File: config.mk
export PLATFORM = sky130hd
export DESIGN_NAME = msg_schedule
export DESIGN_NICKNAME = d
export VERILOG_FILES = /design/src/rtl/sha256_pkg.sv /design/src/rtl/sched_window.sv /design/src/rtl/msg_schedule.sv
export SDC_FILE = /design/constraint.sdc
export NUM_CORES = 1
export LEC_CHECK = 0
export CAP_MARGIN = 20
export CORE_MARGIN = 8
export CORE_UTILIZATION = 55
export CTS_CLUSTER_SIZE = 25
export DETAILED_ROUTE_END_ITERATION = 7
export PLACE_DENSITY_LB_ADDON = 0.05
export SLEW_MARGIN = 40
export SYNTH_ARGS = -nofsm -noshare
export SYNTH_HDL_FRONTEND = slang
export SYNTH_SLANG_ARGS = --single-unit
File: constraint.sdc
create_clock -name CLK -period 15.9 [get_ports CLK]
set_input_delay 3.18 -clock CLK [delete_from_list [all_inputs] [get_ports CLK]]
set_output_delay 3.18 -clock CLK [all_outputs]
set_load 0.005 [all_outputs]
File: src/rtl/sha256_pkg.sv
// Shared SHA-256 definitions: RAM map, message-schedule FSM states, sigma functions.
package sha256_pkg;

  // RAM map: H init words, K constant table, default message-schedule base
  localparam int unsigned H_BASE         = 0;
  localparam int unsigned K_BASE         = 64;
  localparam int unsigned W_BASE_DEFAULT = 128;

  // Message-schedule controller states
  typedef enum logic [1:0] {
    ST_IDLE   = 2'd0,
    ST_LOAD   = 2'd1,
    ST_EXPAND = 2'd2,
    ST_FIN    = 2'd3
  } sched_state_e;

  // sigma0: ROTR7 ^ ROTR18 ^ SHR3
  function automatic logic [31:0] sig0(input logic [31:0] x);
    return {x[6:0], x[31:7]} ^ {x[17:0], x[31:18]} ^ (x >> 3);
  endfunction

  // sigma1: ROTR17 ^ ROTR19 ^ SHR10
  function automatic logic [31:0] sig1(input logic [31:0] x);
    return {x[16:0], x[31:17]} ^ {x[18:0], x[31:19]} ^ (x >> 10);
  endfunction

endpackage

File: src/rtl/sched_window.sv
// 16x32 shift window holding the most recent schedule words W[t-1]..W[t-16].
module sched_window (
  input  logic        clk,
  input  logic        shift_en,
  input  logic [31:0] din,
  output logic [31:0] tap_t2,
  output logic [31:0] tap_t7,
  output logic [31:0] tap_t15,
  output logic [31:0] tap_t16
);

  // win[0] is the newest word (W[t-1]), win[15] the oldest (W[t-16])
  logic [31:0] win [16];

  // Shift a new word in at the head when enabled; contents need no reset
  always_ff @(posedge clk) begin
    if (shift_en) begin
      win[0] <= din;
      for (int unsigned i = 1; i < 16; i++) begin
        win[i] <= win[i-1];
      end
    end
  end

  assign tap_t2  = win[1];
  assign tap_t7  = win[6];
  assign tap_t15 = win[14];
  assign tap_t16 = win[15];

endmodule

File: src/rtl/msg_schedule.sv
// SHA-256 message schedule: loads W[0..15] from RAM, expands W[16..63] back to RAM.
module msg_schedule
  import sha256_pkg::*;
#(
  parameter int unsigned W_BASE = W_BASE_DEFAULT
) (
  input  logic        CLK,
  input  logic        RST_N,
  input  logic        START,
  input  logic        COPY_DONE,
  output logic        BUSY,
  output logic        DONE,
  output logic        MEM_RE,
  output logic        MEM_WR_N,
  output logic [7:0]  MEM_ADDR,
  input  logic [31:0] MEM_DIN,
  output logic [31:0] MEM_DOUT,
  output logic        MEM_DOE
);

  localparam logic [7:0] BASE = 8'(W_BASE);

  sched_state_e state_q;
  logic [6:0]   cnt_q;
  logic         win_shift;
  logic [31:0]  win_din;
  logic [31:0]  w_new;
  logic [31:0]  tap_t2, tap_t7, tap_t15, tap_t16;

  sched_window u_window (
    .clk      (CLK),
    .shift_en (win_shift),
    .din      (win_din),
    .tap_t2   (tap_t2),
    .tap_t7   (tap_t7),
    .tap_t15  (tap_t15),
    .tap_t16  (tap_t16)
  );

  // Adder tree for the next schedule word
  assign w_new = sig1(tap_t2) + tap_t7 + sig0(tap_t15) + tap_t16;

  // Window feed and write-data drive, decoded from the current state
  always_comb begin
    win_shift = 1'b0;
    win_din   = w_new;
    MEM_DOUT  = '0;
    case (state_q)
      ST_LOAD: begin
        // read data lags MEM_RE by one cycle, so c=0 has nothing to capture
        win_shift = (cnt_q != 7'd0);
        win_din   = MEM_DIN;
      end
      ST_EXPAND: begin
        win_shift = 1'b1;
        MEM_DOUT  = w_new;
      end
      default: ;
    endcase
  end

  // Controller FSM with registered bus-control outputs.
  // One counter serves both phases: LOAD ends at c=16, which is exactly
  // the first EXPAND index t=16, so the count carries straight across.
  always_ff @(posedge CLK) begin
    if (!RST_N) begin
      state_q  <= ST_IDLE;
      cnt_q    <= '0;
      BUSY     <= 1'b0;
      DONE     <= 1'b0;
      MEM_RE   <= 1'b0;
      MEM_WR_N <= 1'b1;
      MEM_DOE  <= 1'b0;
      MEM_ADDR <= '0;
    end else begin
      case (state_q)
        ST_IDLE: begin
          DONE <= 1'b0;
          if (START && COPY_DONE) begin
            state_q  <= ST_LOAD;
            cnt_q    <= '0;
            BUSY     <= 1'b1;
            MEM_RE   <= 1'b1;
            MEM_ADDR <= BASE;
          end
        end
        ST_LOAD: begin
          if (cnt_q == 7'd16) begin
            state_q  <= ST_EXPAND;
            MEM_RE   <= 1'b0;
            MEM_WR_N <= 1'b0;
            MEM_DOE  <= 1'b1;
            MEM_ADDR <= BASE + 8'd16;
          end else begin
            cnt_q    <= cnt_q + 7'd1;
            MEM_RE   <= (cnt_q < 7'd15);
            MEM_ADDR <= (cnt_q < 7'd15) ? BASE + 8'(cnt_q) + 8'd1 : '0;
          end
        end
        ST_EXPAND: begin
          if (cnt_q == 7'd63) begin
            state_q  <= ST_FIN;
            cnt_q    <= '0;
            BUSY     <= 1'b0;
            DONE     <= 1'b1;
            MEM_WR_N <= 1'b1;
            MEM_DOE  <= 1'b0;
            MEM_ADDR <= '0;
          end else begin
            cnt_q    <= cnt_q + 7'd1;
            MEM_ADDR <= BASE + 8'(cnt_q) + 8'd1;
          end
        end
        ST_FIN: begin
          state_q <= ST_IDLE;
          DONE    <= 1'b0;
        end
        default: state_q <= ST_IDLE;
      endcase
    end
  end

endmodule

==> results of run 1 <==
power groups by stage:
stage | registers, mW | logic (mW) | clock network, mW
CTS | 1.80 | 1.56 | 1.21
finish | 1.80 | 1.57 | 1.17
global route | 1.81 | 1.74 | 1.26
floorplan | 1.88 | 1.07 | 0
global placement | 1.83 | 1.55 | 0
detailed placement | 1.83 | 1.55 | 0
registers in the layout (all words and copies together), names as in the netlist:
register	flops
BUSY	1
DONE	1
MEM_ADDR	8
MEM_DOE	1
MEM_RE	1
MEM_WR_N	1
cnt_q	7
state_q	2
u_window.win	512
placed cells by master, fill, tap and decap left out, drive strengths merged, types with 6 or more instances in the layout:
| cell | n |
|---|---|
| xor2 | 19 |
| nor3 | 28 |
| edfxtp | 512 |
| nand2 | 76 |
| o21a | 13 |
| a21o | 9 |
| clkdlybuf4s50 | 80 |
| nand4 | 7 |
| nor2 | 32 |
| inv | 154 |
| o31a | 6 |
| a21boi | 7 |
| clkbuf | 67 |
| nand3 | 15 |
| o211ai | 7 |
| and3 | 10 |
| xnor2 | 121 |
| fa | 62 |
| dfxtp | 22 |
| buf | 9 |
| a21oi | 48 |
| ha | 37 |
| clkinv | 23 |
| o31ai | 10 |
| o21ai | 43 |
| and2 | 14 |
| nor2b | 11 |
per-stage QoR:
stage	cell area, um^2	hold WS (ns)	cells
3_3_place_gp	23180	0.4001	1940
2_1_floorplan	21760	0.4003	1354
6_report	24860	0.4103	2037
4_1_cts	24850	0.4046	2037
5_1_grt	24860	0.4169	2037
3_5_place_dp	23220	0.4045	1941
area by class of cell:
cell class	count	area [um^2]	share of cell area (%)
Inverter	150	563.0	2.265
Tap cell	525	656.9	2.642
Clock buffer	67	1389	5.587
Sequential cell	534	15820	63.62
Timing Repair Buffer	89	903.4	3.634
Clock inverter	29	242.7	0.9764
Multi-Input combinational cell	643	5289	21.28
path summary, 6_finish.rpt:
check	end	slack, ns	cells past startpoint
setup / recovery	MEM_DOUT[27]	7.04	15
hold / removal	u_window.win[0][104]	0.41	0
setup reg to reg	u_window.win[0][31]	11.13	14
hold reg to reg	u_window.win[0][104]	0.41	0
metal layers:
layer	global-route usage [%]	vias up
li1	-	5105
met1	30.18	5454
met2	29.08	283
met3	3.778	59
met4	4.845	0
met5	0	-
logic make-up after synthesis:
group | Yosys count
multiplexers | 9
buffers and inverters | 177
XOR/XNOR | 140
flip-flops | 534
AND/OR/NAND/NOR | 217
AO/OA/AOI/OAI | 178
adder cells (fa/ha/maj) | 99
worst reg2reg max path, cell delays in order, from the launching register on:
cell and delay (ns):
edfxtp_1 0.48, xnor2_1 0.32, xnor2_1 0.14, fa_1 0.52, inv_1 0.07, fa_1 0.51
inv_1 0.04, ha_1 0.21, fa_1 0.40, a21o_1 0.21, a221o_1 0.38, o211ai_1 0.54
a21oi_1 0.18, o21a_1 0.23, o31a_1 0.28
==> metrics.txt, run 1 <==
xor/xnor share of the synthesized area=5.635%; Synth area leader=edfxtp_1; top flip-flop cell by instance count after synthesis=edfxtp_1; VDD IR max=101.0 uV; ant diodes=0; post-synth top area share=70.66%; met3 wire len=2390 um; RePlAce Congestion=0.8773; final-report max-slew violation count=0; Critical Path Max Stage Delay=0.56 ns; postcts setup bufs=0; CTS Sinks=534; Net Switching=1.567 mW; clock buffer depth=3; Skew-Pair Late Insertion Delay=0.61 ns; hold_sp=u_window.win[0][72]; DRC viols=0; Final Cycle Share=55.74%; multiplexer area fraction after synthesis=0.4428%; Synth Net Count=1489; Compound-Gate Fraction of Synth Area=5.382%; headroom to the max-slew limit=47.68%; RSZ-0062 raised after global routing=no; Worst EP arrival=5.68 ns; CTS tree=yes; Vias/cell=5.351; DP Worst Slack=7.684 ns; number of synthesized flops with an enable pin=512; total of max-cap violations=0; most used cell, CP=fa_1; Slowest cell on crit path=clkdlybuf4s50_1; CTS Buf Count=53; Starting Density=55.27%; post-CTS sizing=0; Hold Path Class=reg2reg; nature of the critical path startpoint=flip-flop; share of cells above drive strength 1=6.812%; Comb power frac=34.6%; status=finished clean; Yosys reg bits=534; final setup vio count=0; Root Buffer=clkbuf_16; Reg-to-Reg Start=u_window.win[0][50]; register share of total power=39.6%; power density over the cells=182.8 nW/um^2; CP Capture Type=output port; fraction of registers with async set/reset=0%; first-pass GRT wire length=68860 um; vias in the first global route=10.92k; worst-margin pin slew=0.7782 ns; clock share of power=25.8%; highest routed layer=met4; Fin Setup TNS=0 ns; routed wl met2=20030 um; Synth cell types=63; DR vias=10.90k; Pre-antenna DRT Iters=5; total power=4.544 mW; Ys Warns=0; largest family of logic cells by synthesized area=adder cells; Final ANT Viol Nets=0; Synth Area in Adders=7.832%; hold buffer count at cts=0; leak pwr=8.613 nW; cell count after synthesis=1354; initial antenna violation count=0; # rows=73; most frequent cells after synthesis=edfxtp_1, inv_1, xnor2_1; Crit Path Class=reg2out; Util after Layout=63.15%; metal1 wirelength=21840 um; Layout area overhead=14.25%; Cell Chain, Critical Path=xnor2_1 -> xnor2_1 -> fa_1 -> inv_1 -> fa_1 -> inv_1 -> ha_1 -> fa_1 -> a21o_1 -> a221o_1 -> o211ai_1 -> a21oi_1 -> o21a_1 -> nor3_1 -> clkdlybuf4s50_1; DRT iter0 DRCs=918; Nets=1606; fmax=112.8 MHz; Filler Cell Count=2868; area of the core=39370 um^2; count of input and output buffers=80; Synth Cell Area=21760 um^2; Mean Syn Cell Area=16.07 um^2; crit path launch=u_window.win[0][50]; I/O pin total=81; Worst Path Required=12.72 ns; Detailed Route WL=45110 um; post-synthesis simple-gate area fraction=4.968%; final worst slack=7.037 ns; family with the most delay on the worst path=adder cells; clock-pin slew on the worst setup and hold paths=0.06 ns; DP Wirelength=31560 um; internal power=2.978 mW; Max FO, Critical Path=4; die area=46180 um^2; switching share of power=34.47%; Final Hold Vio Count=0; Die W=214.9 um; WP buf/inv=3; Die Ht=214.9 um; post-synthesis sequential area ratio=72.69%; Clock H-tree levels=2; Synth area leaders=edfxtp_1, fa_1, xnor2_1; All-Layer GR Usage=19.76%; grt ovf=0; clk_skew=0.02060 ns; most numerous cell in the Yosys netlist=edfxtp_1; Period minus WS final=8.863 ns; largest net degree at the start of global routing=87; wire per inst=22.15 um
Note: power is estimated with default switching activity, not from simulation.
==> run 2, diff against run 1 <==
Clock period 15.9 ns to 9.19 ns, I/O delays scaled along.
==> metrics.txt, run 2 (synthesized netlist as in run 1, its figures left out) <==
status=finished clean; share of cells above drive strength 1=6.874%; All-Layer GR Usage=20.04%; clk_skew=0.01381 ns; leak pwr=8.659 nW; Final Cycle Share=79.54%; clock buffer depth=3; final worst slack=1.880 ns; area of the core=39370 um^2; WP buf/inv=3; met2 Use GR=31.01%; Crit path depth=14; Hold Path Depth=0; leading cell type in the layout, fill and taps excluded=edfxtp_1; fmax=136.8 MHz; Critical Path Max Stage Delay=0.57 ns; Cell Chain, Critical Path=xnor2_1 -> xnor2_1 -> fa_1 -> inv_1 -> fa_1 -> inv_1 -> ha_1 -> a21o_1 -> a31o_1 -> o2111ai_1 -> a211oi_1 -> o31a_1 -> nor3_1 -> clkdlybuf4s50_1; Fin Setup TNS=0 ns; headroom to the max-slew limit=45.03%; R2R cell count=14; Nets=1606; postcts setup bufs=0; Starting Density=55.27%; max reg flops=512; Util after Layout=63.47%; family with the most delay on the worst path=compound AO/OA/AOI/OAI gates; count of input and output buffers=80; Die W=214.9 um; wire per inst=22.57 um; most frequent cells in the layout=edfxtp_1, inv_1, xnor2_1; Period minus WS final=7.310 ns; M3 GR Usage=3.680%; Clock H-tree levels=2; Pre-antenna DRT Iters=5; grt ovf=0; Filler Cell Count=2852; RSZ-0062 raised after global routing=no; Vias/cell=5.354; GRT busiest layer=met2; Top reg by flops=u_window.win; CTS tree=yes; initial antenna violation count=0; post-CTS sizing=0; CP Capture Type=output port; CTS Sinks=534; final setup vio count=0; Final ANT Viol Nets=0; Final Hold Vio Count=0; Die Ht=214.9 um; Worst Path Required=7.35 ns; Detailed Route WL=45990 um; die area=46180 um^2; Root Buffer=clkbuf_16; leading registers by flop count=u_window.win (512), MEM_ADDR (8), cnt_q (7); vias in the first global route=10.99k; total power=8.051 mW; final-report max-slew violation count=0; Skew-Pair Late Insertion Delay=0.59 ns; worst-margin pin slew=0.8176 ns; CTS Buf Count=53; Layout area overhead=14.84%; DRC viols=0; RePlAce Congestion=0.8957; first-pass GRT wire length=69080 um; largest net degree at the start of global routing=164; Worst EP arrival=5.47 ns; # rows=73; DP Wirelength=31920 um; DR vias=10.91k; DP Worst Slack=2.541 ns; Max FO, Critical Path=7; Hold Path Class=reg2reg; nature of the critical path startpoint=flip-flop; Slowest cell on crit path=clkdlybuf4s50_1; I/O pin total=81; VDD IR max=185.9 uV; power density over the cells=322.2 nW/um^2; hold buffer count at cts=0; met1 usage=29.06%; clock-pin slew on the worst setup and hold paths=0.07 ns; Crit Path Class=reg2out; ant diodes=0; total of max-cap violations=0; DRT iter0 DRCs=957
[run 2: changes by cell type in the layout (fill, tap and decap cells not counted)]
cell | before | now
bufinv_16 | 2 | 8
clkinv_2 | 11 | 7
buf_6 | 6 | 3
buf_4 | 2 | 4
clkinvlp_4 | 0 | 2
inv_6 | 3 | 1
buf_16 | 0 | 1
clkbuf_8 | 1 | 0
clkinv_16 | 1 | 0
clkinvlp_2 | 0 | 1
[run 2: worst register-to-register path: cells and delay by family (launching register included)]
kind / cells / cell delay, ns
compound gates: 6 / 1.77
xor+xnor: 2 / 0.41
fa+ha+maj: 4 / 1.61
buf+inv: 2 / 0.11
flops: 1 / 0.50
[run 2: final cells by class]
| type | instances | area, um^2 | share of cell area, % |
|---|---|---|---|
| sequential | 534 | 15820 | 63.29 |
| multi-input combinational | 643 | 5289 | 21.17 |
| clock buffer | 66 | 1375 | 5.503 |
| timing repair buffer | 89 | 912.1 | 3.650 |
| tap | 525 | 656.9 | 2.629 |
| inverter | 150 | 563.0 | 2.253 |
| clock inverter | 31 | 375.4 | 1.502 |
[run 2: worst paths after layout]
kind                            start                  end  slack, ns
setup reg to reg  u_window.win[3][83]  u_window.win[0][31]       4.56
setup / recovery  u_window.win[0][54]         MEM_DOUT[24]       1.88
hold / removal    u_window.win[2][52]  u_window.win[2][84]       0.41
hold reg to reg   u_window.win[2][52]  u_window.win[2][84]       0.41
[run 2: where the power goes]
group / switching, mW / internal [mW]
clock network: 0.895 / 1.29
logic: 1.73 / 1.01
registers: 0.108 / 3.01
[run 2: layer usage]
layer,wire length (um),part of all wire (%),vias to the layer above
li1,-,-,5102
met1,21140,46,5460
met2,21210,46,285
met3,2707,5.9,65
met4,933,2.0,0
met5,0,0,-
[run 2: per-stage QoR]
stage / cell area [um^2] / hold slack, ns / cells
4_1_cts: 24960 / 0.4097 / 2037
3_3_place_gp: 23200 / 0.4003 / 1940
5_1_grt: 24990 / 0.4095 / 2038
3_5_place_dp: 23200 / 0.4045 / 1940
2_1_floorplan: 21760 / 0.4003 / 1354
6_report: 24990 / 0.4090 / 2038
==> run 3, diff against run 2 <==
Clock period 9.19 ns to 7.45 ns, I/O delays scaled along.
==> metrics.txt, run 3 (synthesized netlist as in run 1, its figures left out) <==
Crit Path Class=reg2out; Top reg by flops=u_window.win; Comb power frac=33.9%; Clock H-tree levels=2; clock-pin slew on the worst setup and hold paths=0.06 ns; final setup vio count=0; VDD IR max=313.0 uV; Root Buffer=clkbuf_16; Reg2Reg Setup Slack=2.69 ns; All-Layer GR Usage=19.58%; Layout Cells excl Fill=2039; leading cell type in the layout, fill and taps excluded=edfxtp_1; Slowest cell on crit path=clkdlybuf4s50_1; # rows=73; power density over the cells=396.5 nW/um^2; hold_sp=u_window.win[0][90]; worst-margin pin slew=0.8852 ns; DRC viols=0; most frequent cells in the layout=edfxtp_1, inv_1, xnor2_1; ant diodes=0; Period minus WS final=7.222 ns; Critical Path Max Stage Delay=0.58 ns; initial antenna violation count=2; headroom to the max-slew limit=40.48%; Nets=1606; area of the core=39370 um^2; fmax=138.5 MHz; Util after Layout=63.61%; RSZ-0062 raised after global routing=no; first-pass GRT wire length=68010 um; share of cells above drive strength 1=7.001%; R2R Path End=u_window.win[0][23]; Final Hold Vio Count=0; Die Ht=214.9 um; clock share of power=27.4%; DRT iter0 DRCs=1062; CTS tree=yes; register share of total power=38.7%; DP Wirelength=31120 um; grt ovf=0; Detailed Route WL=44830 um; family with the most delay on the worst path=adder cells; total power=9.929 mW; internal power=6.579 mW; vias in the first global route=10.89k; Placed Cells=1939; Cell Area, Placed=23210 um^2; status=finished clean; die area=46180 um^2; Worst Path Required=5.96 ns; WP buf/inv=3; clk_skew=0.02523 ns; Vias/cell=5.353; Pre-antenna DRT Iters=8; fin area=25040 um^2; largest net degree at the start of global routing=170; Final Cycle Share=96.94%; nature of the critical path startpoint=flip-flop; Filler Cell Count=2875; RePlAce Congestion=0.9094; most used cell, CP=fa_1; count of input and output buffers=80; DR vias=10.92k; hold buffer count at cts=0; post-CTS sizing=0; clock buffer depth=3; CTS Buf Count=54; R2R cell count=14; total of max-cap violations=0; Hold Path Depth=0; max reg flops=512; Layout area overhead=15.10%; Cell Chain, Critical Path=xnor2_1 -> xnor2_1 -> fa_1 -> inv_1 -> fa_1 -> inv_1 -> ha_1 -> fa_1 -> a21o_1 -> a221o_1 -> o211ai_1 -> a21boi_1 -> o21a_1 -> nor3_1 -> clkdlybuf4s50_1; CTS Sinks=534; Max FO, Critical Path=4; switching share of power=33.75%; leak pwr=8.684 nW; Fin Setup TNS=0 ns; Reg-to-Reg Start=u_window.win[0][52]; Skew-Pair Late Insertion Delay=0.60 ns; Net Switching=3.351 mW; Final ANT Viol Nets=0; leading registers by flop count=u_window.win (512), MEM_ADDR (8), cnt_q (7); postcts setup bufs=0; I/O pin total=81; worst hold endpoint=u_window.win[0][122]; final-report max-slew violation count=0; Worst EP arrival=5.73 ns; Hold Path Class=reg2reg; wire per inst=21.99 um; Starting Density=55.27%; CP Capture Type=output port; Die W=214.9 um
-- run 3: cell count changes in the layout (fill, tap and decap cells not counted), sizes merged --
cell / before / now
buf: 9 / 8
bufinv: 8 / 7
clkinv: 18 / 22
clkinvlp: 3 / 2
-- run 3: area by class of cell --
| cell class | count | area [um^2] | share of cell area (%) |
|---|---|---|---|
| clock buffer | 66 | 1418 | 5.661 |
| clock inverter | 33 | 387.9 | 1.549 |
| inverter | 150 | 563.0 | 2.248 |
| multi-input combinational | 643 | 5289 | 21.12 |
| sequential | 534 | 15820 | 63.15 |
| tap | 525 | 656.9 | 2.623 |
| timing repair buffer | 88 | 913.4 | 3.647 |
-- run 3: worst max-delay path by stage --
stage | startpoint | to | slack (ns) | cells after the start
global route | u_window.win[0][52] | MEM_DOUT[23] | 0.12 | 15
detailed placement | u_window.win[0][52] | MEM_DOUT[27] | 0.95 | 15
global placement | u_window.win[0][52] | MEM_DOUT[23] | 0.95 | 15
floorplan | state_q[1] | u_window.win[0][0] | 2.08 | 7
CTS | u_window.win[0][52] | MEM_DOUT[23] | 0.28 | 15
finish | u_window.win[0][52] | MEM_DOUT[23] | 0.23 | 15
-- run 3: routing by layer --
metal  track usage (%)  up-vias  share of wire (%)
li1                  -     5095                  -
met1             29.51     5388                 48
met2             29.20      366                 44
met3             3.455       66                5.7
met4             5.439        0                2.1
met5                 0        -                  0
-- run 3: power by group through the flow --
stage                     Sequential [mW]  Combinational (mW)  Clock (mW)
after global routing                 3.86                3.72        2.89
final                                3.84                3.37        2.72
after detailed placement             3.90                3.32           0
after floorplan                      3.88                2.29           0
after global placement               3.90                3.31           0
after CTS                            3.85                3.35        2.79
-- run 3: through the flow --
step           hold slack, ns  setup WS (ns)
2_1_floorplan          0.4003          2.077
3_3_place_gp           0.4002         0.9476
3_5_place_dp           0.4045         0.9506
4_1_cts                0.3958         0.2849
5_1_grt                0.3992         0.1174
6_report               0.4078         0.2282
==> RTL edit 1 (flow settings as in run 2) <==
Make the reset (`RST_N`) asynchronous in one clocked block.
--- a/src/rtl/msg_schedule.sv
+++ b/src/rtl/msg_schedule.sv
@@ -62,7 +62,7 @@
   // Controller FSM with registered bus-control outputs.
   // One counter serves both phases: LOAD ends at c=16, which is exactly
   // the first EXPAND index t=16, so the count carries straight across.
-  always_ff @(posedge CLK) begin
+  always_ff @(posedge CLK or negedge RST_N) begin
     if (!RST_N) begin
       state_q  <= ST_IDLE;
       cnt_q    <= '0;
Formal check against the unedited RTL: differs if RST_N is asserted again (counterexample within 4 cycles, from zero or initial values and one cycle with RST_N low); with RST_N held inactive, the same outputs for 10 cycles.
==> RTL edit 1 against run 2 <==
Sequential cell count unchanged; sequential power down 8.3%; synthesized area down 0.96%; worst setup slack better by 0.042 ns; critical path type unchanged; power down 17%; wire length down 2.5%; final area down 0.56%; non-clock buffer count down 2; highest routed layer unchanged.
==> RTL edit 1: results (changes against run 2) <==
Clock Skews: 0.03084 ns (+0.01702 ns)
Clock Latency Late Sink: 0.60 ns
CTS Buf Count: 54 (+1.9%)
Post-Route M1 WL: 20,740 µm (-1.9%)
Comb. pwr: 1.61 mW (-41%)
Largest regs: u_window.win (512), MEM_ADDR (8), cnt_q (7)
Status: completed
Tot Pwr: 6.685 mW (-17%)
Final Wtd Congestion: 0.8753 (-2.3%)
Vias in the first global route: 10,694 (-2.7%)
Synth async-reset ratio: 4.120% (+4.1 points)
Global-route wire length before repair: 67,210 µm (-2.7%)
LEAKAGE: 9.562 nW (+10%)
Sequential power: 2.86 mW (-8.3%)
Largest stage delay, worst path: 0.53 ns (-0.04 ns)
Switching component of the power: 2.009 mW (-27%)
VDD IR max: 0.1589 mV (-15%)
Top post-synthesis cells by count: edfxtp_1 (512), inv_1 (151), xnor2_1 (127)
Relative slew slack: 50.83% (+5.8 points)
Total Routing Usage GR: 19.61% (-0.43 points)
Largest net degree at the start of global routing: 107 (-35%)
Syn_nets: 1,445 (-3.0%)
Placed cells: 1,890 (-2.6%)
Largest delay share family, worst path: adder cells
Post-Syn Instances: 1,310 (-3.2%)
Post-DP Area: 0.02304 mm² (-0.71%)
Pre-CTS WS: 2.515 ns (-0.02619 ns)
Sequential element share of the synthesized area: 73.91% (+1.2 points)
Slowest CP cell: fa_1
Synth top area cells: edfxtp_1 (71%), fa_1 (5.8%), xnor2_1 (5.2%), inv_1 (2.6%), dfrtp_1 (2.4%)
CP Max Fanout: 4 (-3)
Detailed-route vias per instance: 5.242 (-2.1%)
DR WL met2: 20,290 µm (-4.3%)
Initial DRC Count: 1,017 (+6.3%)
Fillers: 2,769 (-2.9%)
CP Data Arrival Time: 5.43 ns (-0.04 ns)
WL per Instance: 22.52 µm (-0.20%)
Fraction of layout cells with a size suffix above 1: 7.196% (+0.32 points)
WL met3: 2739 µm (+1.2%)
Post-CTS Resized: 0 (unchanged)
HPWL Detailed: 31,190 µm (-2.3%)
Initial antenna violation count: 1 (+1)
==> RTL edit 1: cell types whose count changed after synthesis, moves of 7 or more <==
cell / run 2 / this run
o21a_1: 13 / 5
nor3_1: 27 / 11
dfxtp_1: 22 / 0
o21ai_1: 3 / 19
nor2_1: 32 / 49
nor2b_1: 11 / 1
o31ai_1: 10 / 3
dfrtp_1: 0 / 21
==> RTL edit 1: cells by family (layout without fill, tap and decap cells) <==
group | after synthesis | after routing | share of synthesized area, %
multiplexers | 6 | 6 | 0.3309
adder cells (fa/ha/maj) | 99 | 99 | 7.908
buffers and inverters | 177 | 340 | 3.100
XOR/XNOR | 152 | 152 | 6.178
AO/OA/AOI/OAI | 156 | 156 | 4.529
flip-flops | 534 | 534 | 73.91
AND/OR/NAND/NOR | 186 | 186 | 4.047
==> RTL edit 1: cell type report <==
class	instances	area [µm²]	area share [%]
Timing Repair Buffer	87	920.9	3.706
Sequential cell	534	15930	64.10
Clock buffer	66	1418	5.705
Inverter	152	570.5	2.296
Clock inverter	35	389.1	1.566
Tap cell	518	648.1	2.608
Multi-Input combinational cell	599	4975	20.02
==> RTL edit 1: final timing paths <==
check | start | endpoint | slack, ns | cells past startpoint
min | u_window.win[0][184] | u_window.win[0][216] | 0.39 | 0
max in group asynchronous | RST_N | MEM_WR_N | 7.62 | 1
max reg2reg | u_window.win[0][52] | u_window.win[0][21] | 4.50 | 15
min in group asynchronous | RST_N | MEM_ADDR[3] | 1.20 | 1
min reg2reg | u_window.win[0][184] | u_window.win[0][216] | 0.39 | 0
max | u_window.win[0][52] | MEM_DOUT[29] | 1.92 | 16
==> RTL edit 1: routing by layer <==
metal	vias to the layer above	global-route usage [%]
met3	66	3.963
met1	5167	28.50
met5	-	0
met2	315	29.66
met4	0	6.167
li1	4889	-
==> RTL edit 2 (flow settings as in run 2) <==
Made on the original files. One comparison of `cnt_q` changes from == to >=.
--- a/src/rtl/msg_schedule.sv
+++ b/src/rtl/msg_schedule.sv
@@ -85,7 +85,7 @@
           end
         end
         ST_LOAD: begin
-          if (cnt_q == 7'd16) begin
+          if (cnt_q >= 7'd16) begin
             state_q  <= ST_EXPAND;
             MEM_RE   <= 1'b0;
             MEM_WR_N <= 1'b0;
Behaviour: no difference found for any inputs over 10 cycles, from zero or initial values and one cycle with RST_N low; that may be too few to reach the edited logic, so the function may still have changed.
==> RTL edit 2 against run 2 <==
Fmax down 0.37%; core utilization increased by 0.86 points; wire length decreased by 5.1%; count of clock-buffer cells in the layout fell by 5; combinational power decreased by 26%; sequential share of layout area up 0.32 points; power shrank 10%; sequential cell count unchanged; hold slack better by 0.0024 ns; synthesized area decreased by 0.94%; worst setup slack got worse by 0.027 ns; first-iteration DRC count increased by 2.9%; final area fell by 0.50%.
==> RTL edit 2: results (changes against run 2) <==
Relative slew slack: 53.06% (+8.0 points)
WL per Instance: 21.90 µm (-3.0%)
Fraction of layout cells with a size suffix above 1: 6.911% (+0.037 points)
DR WL met2: 19,310 µm (-8.9%)
Pre-Repair DR Iteration Count: 7 (+2)
Largest stage delay, worst path: 0.55 ns (-0.02 ns)
Comb. pwr: 2.03 mW (-26%)
Largest delay share family, worst path: adder cells
DR vias: 10,591 (-2.9%)
Mux cell area share after synthesis: 0.4934% (+0.051 points)
Met3 global-route usage: 4.034% (+0.35 points)
Clock Skews: 0.02514 ns (+0.01133 ns)
Total Routing Usage GR: 19.16% (-0.88 points)
CP Data Arrival Time: 5.50 ns (+0.03 ns)
Post-Syn Area per Cell: 16.39 µm² (+2.0%)
Global-route wire length before repair: 66,160 µm (-4.2%)
GR Util met2: 28.17% (-2.8 points)
Largest net degree at the start of global routing: 170 (+3.7%)
Fillers: 2,793 (-2.1%)
Synth top area cells: edfxtp_1 (71%), fa_1 (5.8%), xnor2_1 (4.8%), inv_1 (2.6%), ha_1 (2.1%)
Clock Latency Late Sink: 0.61 ns (+0.02 ns)
LEAKAGE: 8.627 nW (-0.37%)
Sequential element share of the synthesized area: 73.37% (+0.69 points)
GRT met1 Usage: 28.87% (-0.19 points)
Multi-input logic area: 0.005092 mm² (-3.7%)
Initial antenna violation count: 3 (+3)
Area share of fa/ha/maj cells after synthesis: 7.906% (+0.074 points)
Post-Route M1 WL: 20,990 µm (-0.73%)
P_int: 4.966 mW (-6.5%)
Syn_nets: 1,450 (-2.6%)
HPWL Detailed: 30,660 µm (-4.0%)
CP Max Fanout: 4 (-3)
Placed cells: 1,895 (-2.3%)
Initial DRC Count: 985 (+2.9%)
Fraction of the mapped netlist area in compound gates: 5.294% (-0.088 points)
Unique masters post-synth: 58 (-7.9%)
Top post-synthesis cells by count: edfxtp_1 (512), inv_1 (150), xnor2_1 (117)
VDD IR max: 0.2148 mV (+16%)
Status: completed
Post-layout nets: 1,569 (-2.3%)
Post-DP Area: 0.02301 mm² (-0.82%)
Pre-CTS WS: 2.480 ns (-0.06157 ns)
## RTL edit 2: final timing paths
| check | start | end | slack [ns] | cells after the start |
|---|---|---|---|---|
| worst max-delay path | u_window.win[0][52] | MEM_DOUT[31] | 1.85 | 16 |
| worst max register to register | u_window.win[0][52] | u_window.win[0][27] | 4.56 | 15 |
| worst min-delay path | u_window.win[2][81] | u_window.win[2][113] | 0.41 | 0 |
| worst min register to register | u_window.win[2][81] | u_window.win[2][113] | 0.41 | 0 |
## RTL edit 2: final cells by class
class | instances | share of cell area (%)
clock buffers | 61 | 5.455
clock inverters | 36 | 1.771
flip-flops and latches | 534 | 63.61
multi-input cells | 606 | 20.48
repair buffers | 88 | 3.789
well taps | 518 | 2.607
inverters | 151 | 2.285
## RTL edit 2: cell families (layout without fill, tap and decap cells)
logic type	Yosys count	after routing
flip-flops	534	534
adder cells (fa/ha/maj)	99	99
AND/OR/NAND/NOR	179	179
multiplexers	10	10
buffers and inverters	175	336
XOR/XNOR	143	143
AO/OA/AOI/OAI	175	175
